==> src/rtl/frame_rot_pkg.sv <==
// Shared types and sizing for the frame rotator scheduler.
package frame_rot_pkg;

  localparam int unsigned ROWS      = 16;
  localparam int unsigned ROW_W     = 128;
  localparam int unsigned TAG_DEPTH = 2;
  localparam int unsigned MAX_REQ   = 8;
  localparam int unsigned TAG_W     = $clog2(MAX_REQ);
  localparam int unsigned CNT_W     = $clog2(ROWS);

  // Tags are sized for the largest supported requester count.
  typedef logic [TAG_W-1:0] tag_t;
  typedef logic [CNT_W-1:0] cnt_t;

  typedef enum logic {IN_IDLE, IN_BURST} in_state_e;
  typedef enum logic {OUT_IDLE, OUT_BURST} out_state_e;

endpackage

==> src/rtl/rr_arbiter.sv <==
// Round-robin arbiter: combinational one-hot grant, pointer moves past the winner.
module rr_arbiter #(
  parameter  int unsigned N  = 4,
  localparam int unsigned IW = (N > 1) ? $clog2(N) : 1
) (
  input  logic          clk,
  input  logic          rst,
  input  logic [N-1:0]  req,
  input  logic          en,
  output logic [N-1:0]  gnt,
  output logic [IW-1:0] gnt_idx
);

  logic [IW-1:0] ptr;
  logic          found;

  // Search ptr..N-1 first, then wrap to 0..ptr-1.
  always_comb begin
    gnt     = '0;
    gnt_idx = '0;
    found   = 1'b0;
    for (int unsigned j = 0; j < N; j++) begin
      if (!found && en && req[j] && (IW'(j) >= ptr)) begin
        found   = 1'b1;
        gnt[j]  = 1'b1;
        gnt_idx = IW'(j);
      end
    end
    for (int unsigned j = 0; j < N; j++) begin
      if (!found && en && req[j] && (IW'(j) < ptr)) begin
        found   = 1'b1;
        gnt[j]  = 1'b1;
        gnt_idx = IW'(j);
      end
    end
  end

  always_ff @(posedge clk or posedge rst) begin
    if (rst) begin
      ptr <= '0;
    end else if (found) begin
      ptr <= (gnt_idx == IW'(N - 1)) ? '0 : gnt_idx + IW'(1);
    end
  end

endmodule

==> src/rtl/frame_rot_sched.sv <==
// Shares one ping-pong frame rotator among NUM_REQ sources: grants whole frames,
// streams rows in, and steers rotated rows back to the owning requester.
module frame_rot_sched
  import frame_rot_pkg::*;
#(
  parameter int unsigned NUM_REQ = 4
) (
  input  logic                     clk,
  input  logic                     rst,
  input  logic [NUM_REQ-1:0]       req_i,
  output logic [NUM_REQ-1:0]       gnt_o,
  input  logic [NUM_REQ*ROW_W-1:0] req_data_i,
  output logic                     rot_start_o,
  output logic [ROW_W-1:0]         rot_data_o,
  input  logic                     rot_start_i,
  input  logic [ROW_W-1:0]         rot_data_i,
  output logic [NUM_REQ-1:0]       out_vld_o,
  output logic                     out_sof_o,
  output logic [ROW_W-1:0]         out_data_o,
  output logic                     busy_o,
  output logic                     err_o
);

  localparam int unsigned IW    = (NUM_REQ > 1) ? $clog2(NUM_REQ) : 1;
  localparam int unsigned PTR_W = (TAG_DEPTH > 1) ? $clog2(TAG_DEPTH) : 1;
  localparam int unsigned OCC_W = $clog2(TAG_DEPTH + 1);

  in_state_e  in_state, in_state_d;
  out_state_e out_state, out_state_d;
  cnt_t       in_cnt, in_cnt_d, out_cnt, out_cnt_d;
  tag_t       in_owner, in_owner_d, out_owner, out_owner_d;
  logic       err_q, err_d;

  tag_t             tag_mem [TAG_DEPTH];
  logic [PTR_W-1:0] wr_ptr, rd_ptr;
  logic [OCC_W-1:0] occ;

  logic [NUM_REQ-1:0] arb_gnt;
  logic [IW-1:0]      arb_idx;
  logic               arb_en, grant, pop, in_open;

  // A start is accepted only with a tag queued and the output side free or on its last row.
  assign pop     = rot_start_i && (occ != '0) &&
                   ((out_state == OUT_IDLE) || (out_cnt == cnt_t'(ROWS - 1)));
  assign in_open = (in_state == IN_IDLE) || (in_cnt == cnt_t'(ROWS - 1));
  assign arb_en  = !rst && in_open && ((occ != OCC_W'(TAG_DEPTH)) || pop);
  assign grant   = |arb_gnt;

  rr_arbiter #(.N(NUM_REQ)) u_arb (
    .clk     (clk),
    .rst     (rst),
    .req     (req_i),
    .en      (arb_en),
    .gnt     (arb_gnt),
    .gnt_idx (arb_idx)
  );

  assign gnt_o       = arb_gnt;
  assign rot_start_o = grant;
  assign busy_o      = (in_state == IN_BURST) || (occ != '0);
  assign err_o       = err_q;
  assign out_sof_o   = (out_state == OUT_BURST) && (out_cnt == '0);
  assign out_data_o  = (out_state == OUT_BURST) ? rot_data_i : '0;

  always_comb begin
    rot_data_o = '0;
    out_vld_o  = '0;
    for (int unsigned k = 0; k < NUM_REQ; k++) begin
      if ((in_state == IN_BURST) && (in_owner == tag_t'(k)))
        rot_data_o = req_data_i[k*ROW_W +: ROW_W];
      out_vld_o[k] = (out_state == OUT_BURST) && (out_owner == tag_t'(k));
    end
  end

  // Input sequencer: a grant on the last row chains straight into the next burst.
  always_comb begin
    in_state_d = in_state;
    in_cnt_d   = in_cnt;
    in_owner_d = in_owner;
    if (grant) begin
      in_state_d = IN_BURST;
      in_cnt_d   = '0;
      in_owner_d = tag_t'(arb_idx);
    end else if (in_state == IN_BURST) begin
      if (in_cnt == cnt_t'(ROWS - 1)) begin
        in_state_d = IN_IDLE;
        in_cnt_d   = '0;
      end else begin
        in_cnt_d = in_cnt + cnt_t'(1);
      end
    end
  end

  // Output sequencer and sticky error on any start that cannot be accepted.
  always_comb begin
    out_state_d = out_state;
    out_cnt_d   = out_cnt;
    out_owner_d = out_owner;
    err_d       = err_q;
    if (rot_start_i && !pop) err_d = 1'b1;
    if (pop) begin
      out_state_d = OUT_BURST;
      out_cnt_d   = '0;
      out_owner_d = tag_mem[rd_ptr];
    end else if (out_state == OUT_BURST) begin
      if (out_cnt == cnt_t'(ROWS - 1)) begin
        out_state_d = OUT_IDLE;
        out_cnt_d   = '0;
      end else begin
        out_cnt_d = out_cnt + cnt_t'(1);
      end
    end
  end

  always_ff @(posedge clk or posedge rst) begin
    if (rst) begin
      in_state  <= IN_IDLE;
      in_cnt    <= '0;
      in_owner  <= '0;
      out_state <= OUT_IDLE;
      out_cnt   <= '0;
      out_owner <= '0;
      err_q     <= 1'b0;
    end else begin
      in_state  <= in_state_d;
      in_cnt    <= in_cnt_d;
      in_owner  <= in_owner_d;
      out_state <= out_state_d;
      out_cnt   <= out_cnt_d;
      out_owner <= out_owner_d;
      err_q     <= err_d;
    end
  end

  // Tag FIFO pointers and occupancy; push and pop together leave occupancy unchanged.
  always_ff @(posedge clk or posedge rst) begin
    if (rst) begin
      wr_ptr <= '0;
      rd_ptr <= '0;
      occ    <= '0;
    end else begin
      if (grant) wr_ptr <= (wr_ptr == PTR_W'(TAG_DEPTH - 1)) ? '0 : wr_ptr + PTR_W'(1);
      if (pop)   rd_ptr <= (rd_ptr == PTR_W'(TAG_DEPTH - 1)) ? '0 : rd_ptr + PTR_W'(1);
      if (grant && !pop)      occ <= occ + OCC_W'(1);
      else if (!grant && pop) occ <= occ - OCC_W'(1);
    end
  end

  always_ff @(posedge clk) begin
    if (grant) tag_mem[wr_ptr] <= tag_t'(arb_idx);
  end

endmodule

==> config.mk <==
export PLATFORM = sky130hd
export DESIGN_NAME = frame_rot_sched
export DESIGN_NICKNAME = d
export VERILOG_FILES = /design/src/rtl/frame_rot_pkg.sv /design/src/rtl/rr_arbiter.sv /design/src/rtl/frame_rot_sched.sv
export SDC_FILE = /design/constraint.sdc
export NUM_CORES = 1
export LEC_CHECK = 0
export CORE_AREA = 8 8 346 348
export CTS_CLUSTER_DIAMETER = 200
export CTS_CLUSTER_SIZE = 25
export DETAILED_ROUTE_END_ITERATION = 7
export DIE_AREA = 0 0 354 356
export GPL_ROUTABILITY_DRIVEN = 0
export HOLD_SLACK_MARGIN = 0.05
export PLACE_DENSITY = 0.37
export SLEW_MARGIN = 0
export SYNTH_ARGS = -nofsm -noshare
export SYNTH_HDL_FRONTEND = slang
export SYNTH_SLANG_ARGS = --single-unit
==> constraint.sdc <==
create_clock -name clk -period 2.51 [get_ports clk]
set_input_delay 0.251 -clock clk [delete_from_list [all_inputs] [get_ports clk]]
set_output_delay 0.251 -clock clk [all_outputs]
set_load 0.005 [all_outputs]
# Word-level counts from Yosys, hierarchy flattened

Memories as Yosys holds them, arrays and structs flattened. A register that Yosys moved wholly into a read port is not among the register bits.
Index checks and enable logic that the tools add are counted.

Add/sub/neg operators: 7
Magnitude comparators: 8
Equality and inequality tests: 10
Muxes and demuxes: 46
Bitwise operators: 2
Reduce and logical (&&, ||, !) cells: 61

Operators with widths:

| kind                | count |
|---|---|
| $mux 128            | 5 |
| $logic_and 1x1->1   | 39 |
| $mux 1              | 26 |
| $mux 4              | 6 |
| $mux 2              | 9 |
| $logic_not 1->1     | 10 |
| $add 4x1->4 const B | 2 |
| $eq 4x4->1 const B  | 2 |
| $reduce_bool 2->1   | 4 |
| $eq 2x2->1 const B  | 3 |
| $eq 3x2->1 const B  | 2 |
| $logic_not 3->1     | 2 |
| $add 2x1->2 const B | 2 |
| $ge 1x2->1 const A  | 2 |
| $ge 2x2->1 const A  | 2 |
| $logic_not 4->1     | 1 |
| $logic_or 1x1->1    | 4 |
| $lt 1x2->1 const A  | 2 |
| $lt 2x2->1 const A  | 2 |
| $reduce_or 4->1     | 1 |
| $eq 3x1->1 const B  | 1 |
| $add 1x1->1 const B | 2 |
| $eq 2x1->1 const B  | 1 |
| $ne 2x2->1 const B  | 1 |
| other kinds (2)     | 3 |

Bits in registers: 22
Bits in writable memories: 4
Input bits: 647
Output and inout port bits: 268
Logic and storage cells: 146
Memories kept: 1

Memory list:

| name    | words | width | rd ports | clocked after Yosys merged registers in | write ports | RTL line              | RTL |
|---|---|---|---|---|---|---|---|
| tag_mem | 2     | 2     | 1        | 1                                       | 1           | frame_rot_sched.sv:34 | `tag_t tag_mem [TAG_DEPTH];` |

# Logic depth before layout (Yosys ltp)

Gate-level depths: netlist of run 1.

Depth in word-level cells: 48
Mapped depth: 9
Mapped depth without buffers: 9

# Cells and area by module

From an unflattened synthesis of run 1, not the netlist that was laid out.

Cell total of the unflattened synthesis: 573
Area, all modules: 6153.4 um^2

By module, submodules not included:

| module          | times used | cells an instance | area each (um^2) | sequential area each (um^2) |
|---|---|---|---|---|
| frame_rot_sched | 1          | 541               | 5879.4           | 595.6 |
| rr_arbiter      | 1          | 32                | 274.0            | 50.0 |

# Worst setup path after synthesis of run 1

No wires, ideal clock.

Kind: register to register
Start point: reg out_cnt[0]
End point: reg occ[1]
Library setup time: 0.125 ns
Arrival: 1.876 ns
Required time: 2.385 ns
Slack: 0.509 ns
Cell stages (with the launch flop): 10
Buffers on the path: 0
Period minus slack after synthesis: 2.001 ns
Cell sequence: dfrtp_1 ha_1 nand4_1 a32oi_4 o21ai_4 inv_2 ha_1 xor2_1 nor2_1 xor2_1

Word-level cells in the longest chain between the ends: 47
Elaborated cells between the ends (all ways): 56
Those cells by class: 1 x eq/ne; 15 x mux; 40 x reduce/logical

RTL lines:

| element                            | RTL line               | RTL |
|---|---|---|
| start, declared                    | frame_rot_sched.sv:30  | `cnt_t in_cnt, in_cnt_d, out_cnt, out_cnt_d;` |
| start signal, assigned             | frame_rot_sched.sv:129 | `out_cnt <= out_cnt_d;` |
| $eq 4x4->1 (*)                     | frame_rot_sched.sv:44  | `((out_state == OUT_IDLE) \|\| (out_cnt == cnt_t'(ROWS - 1)));` |
| $logic_or 1x1->1 (*)               | frame_rot_sched.sv:44  |  |
| $logic_and 1x1->1 (*)              | frame_rot_sched.sv:43  | `assign pop = rot_start_i && (occ != '0) &&` |
| $logic_or 1x1->1 (*)               | frame_rot_sched.sv:46  | `assign arb_en = !rst && in_open && ((occ != OCC_W'(TAG_DEPTH)) \|\| pop);` |
| $logic_and 1x1->1 (*)              | frame_rot_sched.sv:46  |  |
| $logic_and 1x1->1 (2 in a row)     | rr_arbiter.sv:23       | `if (!found && en && req[j] && (IW'(j) >= ptr)) begin` |
| $mux 1                             | rr_arbiter.sv:23       |  |
| $logic_not 1->1                    | rr_arbiter.sv:23       |  |
| [... 29 more ...]                  | --                     |  |
| $logic_not 1->1                    | rr_arbiter.sv:30       | `if (!found && en && req[j] && (IW'(j) < ptr)) begin` |
| $logic_and 1x1->1 (3 in a row)     | rr_arbiter.sv:30       |  |
| $mux 1                             | rr_arbiter.sv:30       |  |
| $reduce_or 4->1 (*)                | frame_rot_sched.sv:47  | `assign grant = \|arb_gnt;` |
| via rot_start_o                    | frame_rot_sched.sv:13  | `output logic rot_start_o,` |
| $logic_not 1->1                    | frame_rot_sched.sv:145 | `else if (!grant && pop) occ <= occ - OCC_W'(1);` |
| $logic_and 1x1->1                  | frame_rot_sched.sv:145 |  |
| $reduce_bool 2->1 (no source line) | --                     |  |
| end signal, assigned               | frame_rot_sched.sv:144 | `if (grant && !pop) occ <= occ + OCC_W'(1);` |
| end signal, assigned               | frame_rot_sched.sv:145 |  |
| end, declared                      | frame_rot_sched.sv:36  | `logic [OCC_W-1:0] occ;` |

Mark *: on every way through the listed nets, which the timed path passes. The rest lies on a longest branch.
A chain may end at the register's enable or synchronous reset.

# Worst setup path in the final report of run 1

Start point: reg in_owner[0]
End point: out rot_data_o[68]

Word-level cells in the longest chain between the ends: 6
Elaborated cells between the ends (all ways): 12
Those cells by class: 3 x eq/ne; 4 x mux; 5 x reduce/logical

RTL lines:

| element                | RTL line               | RTL |
|---|---|---|
| start, declared        | frame_rot_sched.sv:31  | `tag_t in_owner, in_owner_d, out_owner, out_owner_d;` |
| start signal, assigned | frame_rot_sched.sv:127 | `in_owner <= in_owner_d;` |
| $logic_not 3->1        | frame_rot_sched.sv:69  | `if ((in_state == IN_BURST) && (in_owner == tag_t'(k)))` |
| $logic_and 1x1->1      | frame_rot_sched.sv:69  |  |
| $mux 128 (3 in a row)  | frame_rot_sched.sv:69  |  |
| $mux 128 (*)           | frame_rot_sched.sv:69  |  |
| end, declared          | frame_rot_sched.sv:14  | `output logic [ROW_W-1:0] rot_data_o,` |

Mark *: on every way between the ends. The rest lies on a longest branch, timed or not.

==> reports/metrics.cfg, run 1 <==
[status]
outcome = finished with violations
violations = negative setup slack

[clocking]
cts_max_path_buffers = 2
clkLatencyLatePin_ps = 270
clockRootBuffer = clkbuf_16
cts_tree = done
clkTransAtPathRegs_ps = 70
ctsHtreeMaxLevel = 1
cts_buffers = 3
clock-sinks = 25
cts_hold_buf = 0

[timing]
timing.final.crit_share = 1.00
fin_skew_ps = 5.62
period_needed_ps = 2520
finalSetupViolCount = 1
fmax_ghz = 0.397
maxSlewViolCount = 0
worst_pin_slew_ps = 700
fin_ws_ps = -9.94
rsz0062_at_grt = yes
finalHoldViolations = 0
timing.hold.ws_ps = 442
maxSlewHeadroom = 0.533

[grt]
grt_overflow = 0
grt_pass1_vias = 10100
grt_usage = 0.128
antenna_found_initial = 79
grt_max_degree = 142
grt_pass1_wl_mm = 108

[logic_synthesis]
yosys.cell_count.top_type = and2_1
synthArstFlopShare = 0.840
synth.avg_cell_area_um2 = 10.6
synth_ff_type = dfrtp_1
synth_edf_count = 4
yosysWarnings = 0
syn_nets = 1238
yosysTopAreaCell = mux4_2
ys_types = 48
netlist_area_um2 = 6200
ys_seq_elements = 25
synthTopCellsByCount = and2_1 (258), mux4_2 (128), clkbuf_1 (28)
synth_top_area_frac = 0.465
syn_inst = 587
synthTopCellsByArea = mux4_2 (47%), and2_1 (26%), dfrtp_1 (8.5%)
synth.yosys.seq_area_share = 0.104

[placed_design]
port_buffers = 914
hpwlAfterDp_mm = 79.2
place_inst = 2990

[critical_path]
reg2reg_depth = 9
setup.worst_path.end_class = primary output
critPathArrivalTime_ps = 2270
crit_required_ps = 2260
cpMaxStageDelayCell = dfrtp_4
critPathMaxFanout = 8
cp_slowest_stage_delay_ps = 510
path_cells = buf_12 > buf_12 > buf_16 > buf_4 > buf_4 > mux4_2 > and2_4 > dlymetal6s2s_1
start_kind = flip-flop
worst-setup-path-type = reg -> out

[routing]
firstDrtPassIters = 5
wl_mm = 87.7
postRouteAntennaNets = 0
route.detailed.drc = 0
vias = 9636
drt-initial-drc-count = 699
via_per_inst = 3.14
wire_per_inst_um = 28.6

[floorplanning]
die_x_um = 354
fp-row-count = 124
io_pins = 915
core_um2 = 114000
die_y_um = 356
die_area_um2 = 126000
start_util = 0.0544

[run]
drv_cap = 0

[final_layout]
area_delta_synth_final_pct = 193
layout-drive-gt1-share = 0.187
instances_no_fill = 3069
nets = 2184

[power_and_ir_drop]
ir_drop_mv = 0.262
power_density_nw_per_um2 = 721
total_power_w = 0.0131
p_leak_nw = 6.60

[worst_hold_path]
hold_class = in -> async

cell families after synthesis:
logic type / share of synthesized area
muxes: 0.472
adders and majority gates: 0.00808
and+or+nand+nor: 0.308
buffers and inverters: 0.0531
xor gates and xnor gates: 0.00848
DFF: 0.104
AOI/OAI and AO/OA: 0.0458
metal layers:
| metal | part of all wire | up-vias | GRT usage | routed length (um) |
|---|---|---|---|---|
| met1 | 0.37 | 4721 | 0.143 | 32400 |
| met3 | 0.13 | 103 | 0.0700 | 11200 |
| li1 | - | 4103 | - | - |
| met5 | 0.0041 | - | 0 | 363 |
| met4 | 0.016 | 56 | 0.0184 | 1430 |
| met2 | 0.48 | 653 | 0.218 | 42300 |
final cells by class:
| type | count | area, um2 |
|---|---|---|
| inverter | 6 | 22.5 |
| tap | 1512 | 1890 |
| antenna | 25 | 62.6 |
| clock inverter | 1 | 5.00 |
| fill | 12800 | 95700 |
| timing repair buffer | 1002 | 10200 |
| clock buffer | 3 | 75.1 |
| multi-input combinational | 495 | 5270 |
| sequential | 25 | 661 |
registers in the layout, summed over array words and instances (netlist names), 2 cells and up:
register / cells
tag_mem: 4
out_owner: 2
occ: 2
in_owner: 2
u_arb.ptr: 2
in_cnt: 4
out_cnt: 4
metrics by stage:
step | setup WS (ps) | utilization | instance area (um2) | TNS [ps]
2_1_floorplan | 509 | - | 6200 | 0
3_3_place_gp | 112 | 0.152 | 17400 | 0
3_5_place_dp | 95.7 | 0.152 | 17400 | 0
4_1_cts | -134 | 0.156 | 17700 | -2140
5_1_grt | -66.3 | 0.159 | 18100 | -399
6_report | -9.94 | 0.159 | 18100 | -9.94
report_power, final:
group          internal (W)  switching [W]  leakage [nW]  total [W]
combinational       0.00679        0.00504          6.28     0.0118
sequential         0.000593       0.000272         0.280   0.000865
clock              0.000216       0.000168        0.0410   0.000384
final timing paths:
kind	startpoint	slack (ps)	endpoint
min in group clk	err_o$_DFFE_PP0P_	480	err_o$_DFFE_PP0P_
worst min register to register	err_o$_DFFE_PP0P_	480	err_o$_DFFE_PP0P_
max in group asynchronous	rst	1480	out_owner[0]$_DFFE_PP0N_
worst max register to register	in_cnt[0]$_DFFE_PP0P_	540	occ[1]$_DFFE_PP0P_
worst max-delay path	in_owner[0]$_DFFE_PP0N_	-10	rot_data_o[68]
worst min-delay path	rst	440	in_state$_DFF_PP0_
worst max-delay path: cells and delay by family (launching register included):
family / cells / cell delay [ps]
buf+inv: 6 / 850
flops: 1 / 510
mux: 1 / 420
simple gates: 1 / 200
what timing repair did:
action | in CTS | in global routing
pin swaps | 0 | 3
gates cloned | 3 | 3
setup endpoints to repair | 108 | 62
buffers inserted | 23 | 22
gates resized for setup | 86 | 104
cells in the final DEF (no fill, tap or decap), drive strengths merged, types with 2 or more instances in the layout:
cell type	instances
nor2b	2
dfrtp	21
mux4	128
and2	258
clkdlybuf4s15	14
xnor2	2
nand2b	4
edfxtp	4
a21o	3
and3	3
clkdlybuf4s50	798
xor2	4
nand2	18
o21ai	13
clkbuf	24
a21oi	9
nor2	16
nand3	3
a22o	2
o21a	2
or3	3
dlygate4sd2	37
buf	104
dlymetal6s2s	27
ha	4
diode	25
mux2i	3
inv	6
No activity file was read; power rests on OpenSTA's default activity.
==> run 2, diff against run 1 <==
--- a/config.mk
+++ b/config.mk
@@ -11,8 +11,10 @@
 export DETAILED_ROUTE_END_ITERATION = 7
 export DIE_AREA = 0 0 354 356
 export GPL_ROUTABILITY_DRIVEN = 0
+export GPL_TIMING_DRIVEN = 0
 export HOLD_SLACK_MARGIN = 0.05
 export PLACE_DENSITY = 0.37
+export SKIP_LAST_GASP = 1
 export SLEW_MARGIN = 0
 export SYNTH_ARGS = -nofsm -noshare
 export SYNTH_HDL_FRONTEND = slang
==> reports/metrics.cfg, run 2 (same netlist as run 1, synthesis figures left out) <==
[final_layout]
area_delta_synth_final_pct = 198  ; was 193%
nets = 2236  ; was 2,184
fin_area_um2 = 18500  ; was 18,100 um2
final_common_cell = clkdlybuf4s50_1  ; unchanged
largestRegisters = in_cnt: 4 flops, out_cnt: 4 flops, tag_mem: 4 flops  ; unchanged
layout_common_cells = clkdlybuf4s50_1 (782), and2_1 (238), mux4_2 (128), buf_4 (67), dlymetal6s2s_1 (55)  ; was clkdlybuf4s50_1 (798), and2_1 (245), mux4_2 (128), buf_4 (68), dlygate4sd2_1 (37)
layout-drive-gt1-share = 0.210  ; was 0.187

[critical_path]
r2r-end = occ[1]$_DFFE_PP0P_  ; unchanged
critPathArrivalTime_ps = 2310  ; was 2270 ps
path_cells = buf_6 > buf_16 > buf_12 > buf_16 > buf_4 > mux4_2 > and2_1 > dlygate4sd2_1  ; was buf_12 > buf_12 > buf_16 > buf_4 > buf_4 > mux4_2 > and2_4 > dlymetal6s2s_1
start_kind = flip-flop  ; unchanged
reg2reg_depth = 11  ; was 9
worst-setup-path-type = reg -> out  ; unchanged
cp_num_cells = 8  ; unchanged
ff2ff_setup_slack_ps = 340  ; was 540 ps
cp_slowest_stage_delay_ps = 490  ; was 510 ps
path_common_cell = buf_16
critPathMaxFanout = 8  ; unchanged
critical_path_buf_inv_count = 6  ; unchanged
setup.worst_path.end_class = primary output  ; unchanged
cpLargestDelayFamily = buffers and inverters  ; unchanged
cpMaxStageDelayCell = mux4_2  ; was dfrtp_4
crit_required_ps = 2260  ; about the same
reg2reg_from = out_cnt[1]$_DFFE_PP0P_  ; was in_cnt[0]$_DFFE_PP0P_

[timing]
finalHoldViolations = 0  ; unchanged
worst_pin_slew_ps = 850  ; was 700 ps
fmax_ghz = 0.391  ; was 0.397 GHz
fin_skew_ps = 2.81  ; was 5.62 ps
rsz0062_at_grt = yes  ; unchanged
timing.final.crit_share = 1.02  ; was 1.00
maxSlewViolCount = 0  ; unchanged
maxSlewHeadroom = 0.433  ; was 0.533
timing.hold.ws_ps = 443  ; was 442 ps
fin_ws_ps = -46.9  ; was -9.94 ps
fin_setup_tns_ps = -208  ; was -9.94 ps
period_needed_ps = 2560  ; was 2520 ps
finalSetupViolCount = 7  ; was 1

[worst_hold_path]
hold_class = in -> reg  ; was in -> async
hp-start = req_i[2]
hold_end = in_state$_DFF_PP0_
worstHoldPathCells = 3

[floorplanning]
fp-row-count = 124  ; unchanged
io_pins = 915  ; unchanged
core_um2 = 114000  ; unchanged
die_area_um2 = 126000  ; unchanged
die_x_um = 354  ; unchanged
start_util = 0.0544  ; unchanged
die_y_um = 356  ; unchanged

[routing]
vias = 9817  ; was 9,636
postRouteAntennaNets = 0  ; unchanged
drt-initial-drc-count = 641  ; was 699
firstDrtPassIters = 5  ; unchanged
wire_per_inst_um = 28.3  ; was 28.6 um
route.detailed.drc = 0  ; unchanged
wl_mm = 88.1  ; was 87.7 mm
via_per_inst = 3.15  ; was 3.14

[grt]
grt_max_degree = 22  ; was 142
grt_overflow = 0  ; unchanged
grt_pass1_vias = 10200  ; was 10,100
antenna_found_initial = 64  ; was 79
grt_pass1_wl_mm = 108  ; about the same
grt_usage = 0.128  ; about the same

[status]
outcome = finished with violations  ; unchanged
violations = negative setup slack  ; unchanged

[power_and_ir_drop]
ir_drop_mv = 0.289  ; was 0.262 mV
p_leak_nw = 7.09  ; was 6.60 nW
power_density_nw_per_um2 = 750  ; was 721 nW/um2
total_power_w = 0.0138  ; was 0.0131 W

[placed_design]
hpwlAfterDp_mm = 80.6  ; was 79.2 mm
placed_cell_area_um2 = 17200  ; was 17,400 um2
place_ws_ps = -1260  ; was 95.7 ps
port_buffers = 912  ; was 914

[clocking]
clockRootBuffer = clkbuf_16  ; unchanged
cts_max_path_buffers = 2  ; unchanged
clkTransAtPathRegs_ps = 60  ; was 70 ps
clock-sinks = 25  ; unchanged
clkLatencyLatePin_ps = 260  ; was 270 ps
ctsHtreeMaxLevel = 1  ; unchanged
cts_buffers = 3  ; unchanged
cts_tree = done  ; unchanged

[run]
drv_cap = 0  ; unchanged

run 2: how the worst max path moves through the flow:
| stage | endpoint | from |
|---|---|---|
| floorplan | occ[1]$_DFFE_PP0P_ | out_cnt[0]$_DFFE_PP0P_ |
| global placement | rot_data_o[30] | in_owner[1]$_DFFE_PP0N_ |
| detailed placement | rot_data_o[30] | in_owner[1]$_DFFE_PP0N_ |
| CTS | rot_data_o[72] | in_owner[0]$_DFFE_PP0N_ |
| global route | rot_data_o[71] | in_owner[0]$_DFFE_PP0N_ |
| finish | rot_data_o[71] | in_owner[0]$_DFFE_PP0N_ |
run 2: repair_timing:
| item | in CTS | in global routing |
|---|---|---|
| setup endpoints to repair | 244 | 107 |
| setup buffers | 26 | 52 |
| pin swaps | 1 | 5 |
| cloned | 2 | 4 |
| hold buffers | 0 | 0 |
| gates resized for setup | 219 | 166 |
run 2: routing by layer:
metal	global-route usage	wire [um]
met1	0.149	33600
met4	0.0140	1010
met2	0.221	43200
met3	0.0582	10100
met5	0	150
run 2: layout make-up:
| class | count | area (um2) |
|---|---|---|
| buffer | 58 | 508 |
| inverter | 6 | 22.5 |
| timing repair buffer | 996 | 9980 |
| fill | 12800 | 95400 |
| clock buffer | 4 | 78.8 |
| multi-input combinational | 495 | 5290 |
| antenna | 16 | 40.0 |
| sequential | 25 | 649 |
| tap | 1512 | 1890 |
run 2: worst register-to-register path, stage by stage, from the launching register on:
cell and delay [ps]:
dfrtp_1 410, ha_4 180, nand4_1 150, a32oi_4 290
buf_12 140, buf_4 120, o21ai_4 90, inv_2 150
ha_1 180, xor2_1 160, nor2_1 70, xor2_1 140
run 2: where the power goes:
part	internal, W	switching (W)	total (W)
combinational	0.00708	0.00558	0.0127
sequential	0.000582	0.000247	0.000828
clock	0.000217	0.000134	0.000351
run 2: per-stage QoR:
stage,util,cells
2_1_floorplan,-,587
3_3_place_gp,0.151,3011
3_5_place_dp,0.151,3011
4_1_cts,0.155,3042
5_1_grt,0.162,3098
6_report,0.162,3112
==> run 3, diff against run 2 <==
--- a/config.mk
+++ b/config.mk
@@ -13,7 +13,7 @@
 export GPL_ROUTABILITY_DRIVEN = 0
 export GPL_TIMING_DRIVEN = 0
 export HOLD_SLACK_MARGIN = 0.05
-export PLACE_DENSITY = 0.37
+export PLACE_DENSITY = 0.3
 export SKIP_LAST_GASP = 1
 export SLEW_MARGIN = 0
 export SYNTH_ARGS = -nofsm -noshare
==> reports/metrics.cfg, run 3 (same netlist as run 1, synthesis figures left out) <==
[status]
outcome = finished with violations  ; unchanged
violations = negative setup slack  ; unchanged

[clocking]
cts_max_path_buffers = 2  ; unchanged
clkLatencyLatePin_ps = 280  ; was 260 ps
cts_hold_buf = 0  ; unchanged
clock-sinks = 25  ; unchanged
ctsHtreeMaxLevel = 1  ; unchanged
cts_buffers = 3  ; unchanged
clkTransAtPathRegs_ps = 80  ; was 60 ps
clockRootBuffer = clkbuf_16  ; unchanged
cts_tree = done  ; unchanged

[critical_path]
cpMaxStageDelayCell = mux4_2  ; unchanged
cpLargestDelayFamily = buffers and inverters  ; unchanged
critPathArrivalTime_ps = 2340  ; was 2310 ps
path_cells = buf_12 > buf_16 > buf_16 > buf_8 > buf_6 > mux4_2 > and2_4 > buf_6  ; was buf_6 > buf_16 > buf_12 > buf_16 > buf_4 > mux4_2 > and2_1 > dlygate4sd2_1
start_kind = flip-flop  ; unchanged
worst-setup-path-type = reg -> out  ; unchanged
cp_slowest_stage_delay_ps = 580  ; was 490 ps
crit_required_ps = 2260  ; about the same
critical_path_buf_inv_count = 6  ; unchanged
critPathMaxFanout = 6  ; was 8
setup.worst_path.end_class = primary output  ; unchanged

[power_and_ir_drop]
p_int_w = 0.00789  ; was 0.00788 W
power_frac_clock = 0.030  ; was 0.025
switching_share = 0.421  ; was 0.431
power_switching_w = 0.00574  ; was 0.00596 W
seqPwrFrac = 0.056  ; was 0.060
p_leak_nw = 6.87  ; was 7.09 nW
power_density_nw_per_um2 = 741  ; was 750 nW/um2
power_frac_comb = 0.914  ; was 0.915
total_power_w = 0.0136  ; was 0.0138 W
ir_drop_mv = 0.321  ; was 0.289 mV

[final_layout]
layout-drive-gt1-share = 0.209  ; was 0.210
postLayoutCoreUtil = 0.162  ; about the same
largestRegisters = in_cnt: 4 flops, out_cnt: 4 flops, tag_mem: 4 flops  ; unchanged
layout_common_cells = clkdlybuf4s50_1 (779), and2_1 (238), mux4_2 (128), dlygate4sd2_1 (47), clkbuf_2 (45)  ; was clkdlybuf4s50_1 (782), and2_1 (238), mux4_2 (128), buf_4 (67), dlymetal6s2s_1 (55)
final_common_cell = clkdlybuf4s50_1  ; unchanged
area_delta_synth_final_pct = 197  ; was 198%
instances_no_fill = 3092  ; was 3,112
nets = 2219  ; was 2,236

[timing]
finalSetupViolCount = 4  ; was 7
maxSlewHeadroom = 0.330  ; was 0.433
maxSlewViolCount = 0  ; unchanged
timing.hold.ws_ps = 450  ; was 443 ps
period_needed_ps = 2590  ; was 2560 ps
fin_ws_ps = -82.6  ; was -46.9 ps
finalHoldViolations = 0  ; unchanged
rsz0062_at_grt = yes  ; unchanged
worst_pin_slew_ps = 1000  ; was 850 ps
fmax_ghz = 0.386  ; was 0.391 GHz
fin_skew_ps = 2.29  ; was 2.81 ps
timing.final.crit_share = 1.03  ; was 1.02

[grt]
grt_overflow = 0  ; unchanged
antenna_found_initial = 43  ; was 64
grt_max_degree = 22  ; unchanged
grt_pass1_vias = 10100  ; was 10,200
grt_usage = 0.123  ; was 0.128
grt_pass1_wl_mm = 106  ; was 108 mm

[floorplanning]
die_x_um = 354  ; unchanged
fp-row-count = 124  ; unchanged
start_util = 0.0544  ; unchanged
io_pins = 915  ; unchanged
die_area_um2 = 126000  ; unchanged
die_y_um = 356  ; unchanged
core_um2 = 114000  ; unchanged

[run]
drv_cap = 0  ; unchanged

[routing]
via_per_inst = 3.05  ; was 3.15
wire_per_inst_um = 27.1  ; was 28.3 um
wl_mm = 83.9  ; was 88.1 mm
route.detailed.drc = 0  ; unchanged
postRouteAntennaNets = 0  ; unchanged
vias = 9418  ; was 9,817
firstDrtPassIters = 5  ; unchanged
drt-initial-drc-count = 532  ; was 641

[placed_design]
hpwlAfterDp_mm = 76.3  ; was 80.6 mm
place_inst = 3011  ; unchanged
port_buffers = 912  ; unchanged

[worst_hold_path]
hold_class = in -> reg  ; unchanged

==> run 3: changes by cell type in the layout (fill, tap and decap cells not counted), moves of 3 or more <==
cell / change
buf_12: +3
buf_16: +4
buf_2: -9
buf_4: -28
buf_6: +3
buf_8: +6
clkbuf_1: -7
clkbuf_2: +14
clkdlybuf4s50_1: -3
diode_2: -3
dlygate4sd2_1: +18
dlymetal6s2s_1: -22
==> run 3: timing repair <==
item,4_1_cts,5_1_grt
pin swaps,2,2
gates cloned,6,2
setup endpoints to repair,244,114
buffers inserted,35,23
gates resized for setup,247,160
endpoints found under the hold margin,0,0
==> run 3: worst reg2reg max path, delay by kind of cell, from the launching register on <==
kind | cells | cell delay (ps)
adders and majority gates | 1 | 170
buffers and inverters | 3 | 460
xor gates and xnor gates | 2 | 280
AOI/OAI and AO/OA | 2 | 340
and+or+nand+nor | 2 | 320
DFF | 1 | 380
==> run 3: final timing paths <==
check                      slack [ps]               startpoint  cells after the start                      end
max                               -80  in_owner[0]$_DFFE_PP0N_                      8           rot_data_o[26]
min                               450                 req_i[2]                      3       in_state$_DFF_PP0_
max reg2reg                       450       in_state$_DFF_PP0_                     10       occ[1]$_DFFE_PP0P_
min reg2reg                       480        err_o$_DFFE_PP0P_                      1        err_o$_DFFE_PP0P_
max in group asynchronous        1240                      rst                      2  in_owner[0]$_DFFE_PP0N_
min in group asynchronous         580                      rst                      2    in_cnt[2]$_DFFE_PP0P_
==> run 3: final cells by class <==
type	instances	area [um2]
Fill cell	12800	95500
Timing Repair Buffer	977	9840
Multi-Input combinational cell	495	5270
Tap cell	1512	1890
Sequential cell	25	649
Buffer	60	608
Clock buffer	3	75.1
Antenna cell	13	32.5
Inverter	6	25.0
Clock inverter	1	6.26
==> run 3: metal layers <==
layer	part of all wire	global-route usage	wire [um]
met1	0.42	0.157	35600
met2	0.48	0.209	40600
met3	0.083	0.0437	6940
met4	0.0078	0.00880	658
met5	0.0013	0	112
==> run 3: through the flow <==
stage	TNS, ps	instance area, um2	worst slack [ps]
after CTS	-10160	18000	-251
after floorplan	0	6200	509
final	-119	18400	-82.6
after global placement	-115980	17200	-1490
after global routing	-1600	18400	-107
after detailed placement	-65030	17200	-913
==> run 3: power by group through the flow <==
| stage | Combinational (W) | Sequential, W | Clock (W) |
|---|---|---|---|
| final | 0.0125 | 0.000765 | 0.000410 |
| after global placement | 0.0115 | 0.000820 | 0 |
| after floorplan | 0.00455 | 0.000727 | 0 |
| after CTS | 0.0124 | 0.000766 | 0.000442 |
| after global routing | 0.0133 | 0.000799 | 0.000452 |
| after detailed placement | 0.0114 | 0.000823 | 0 |
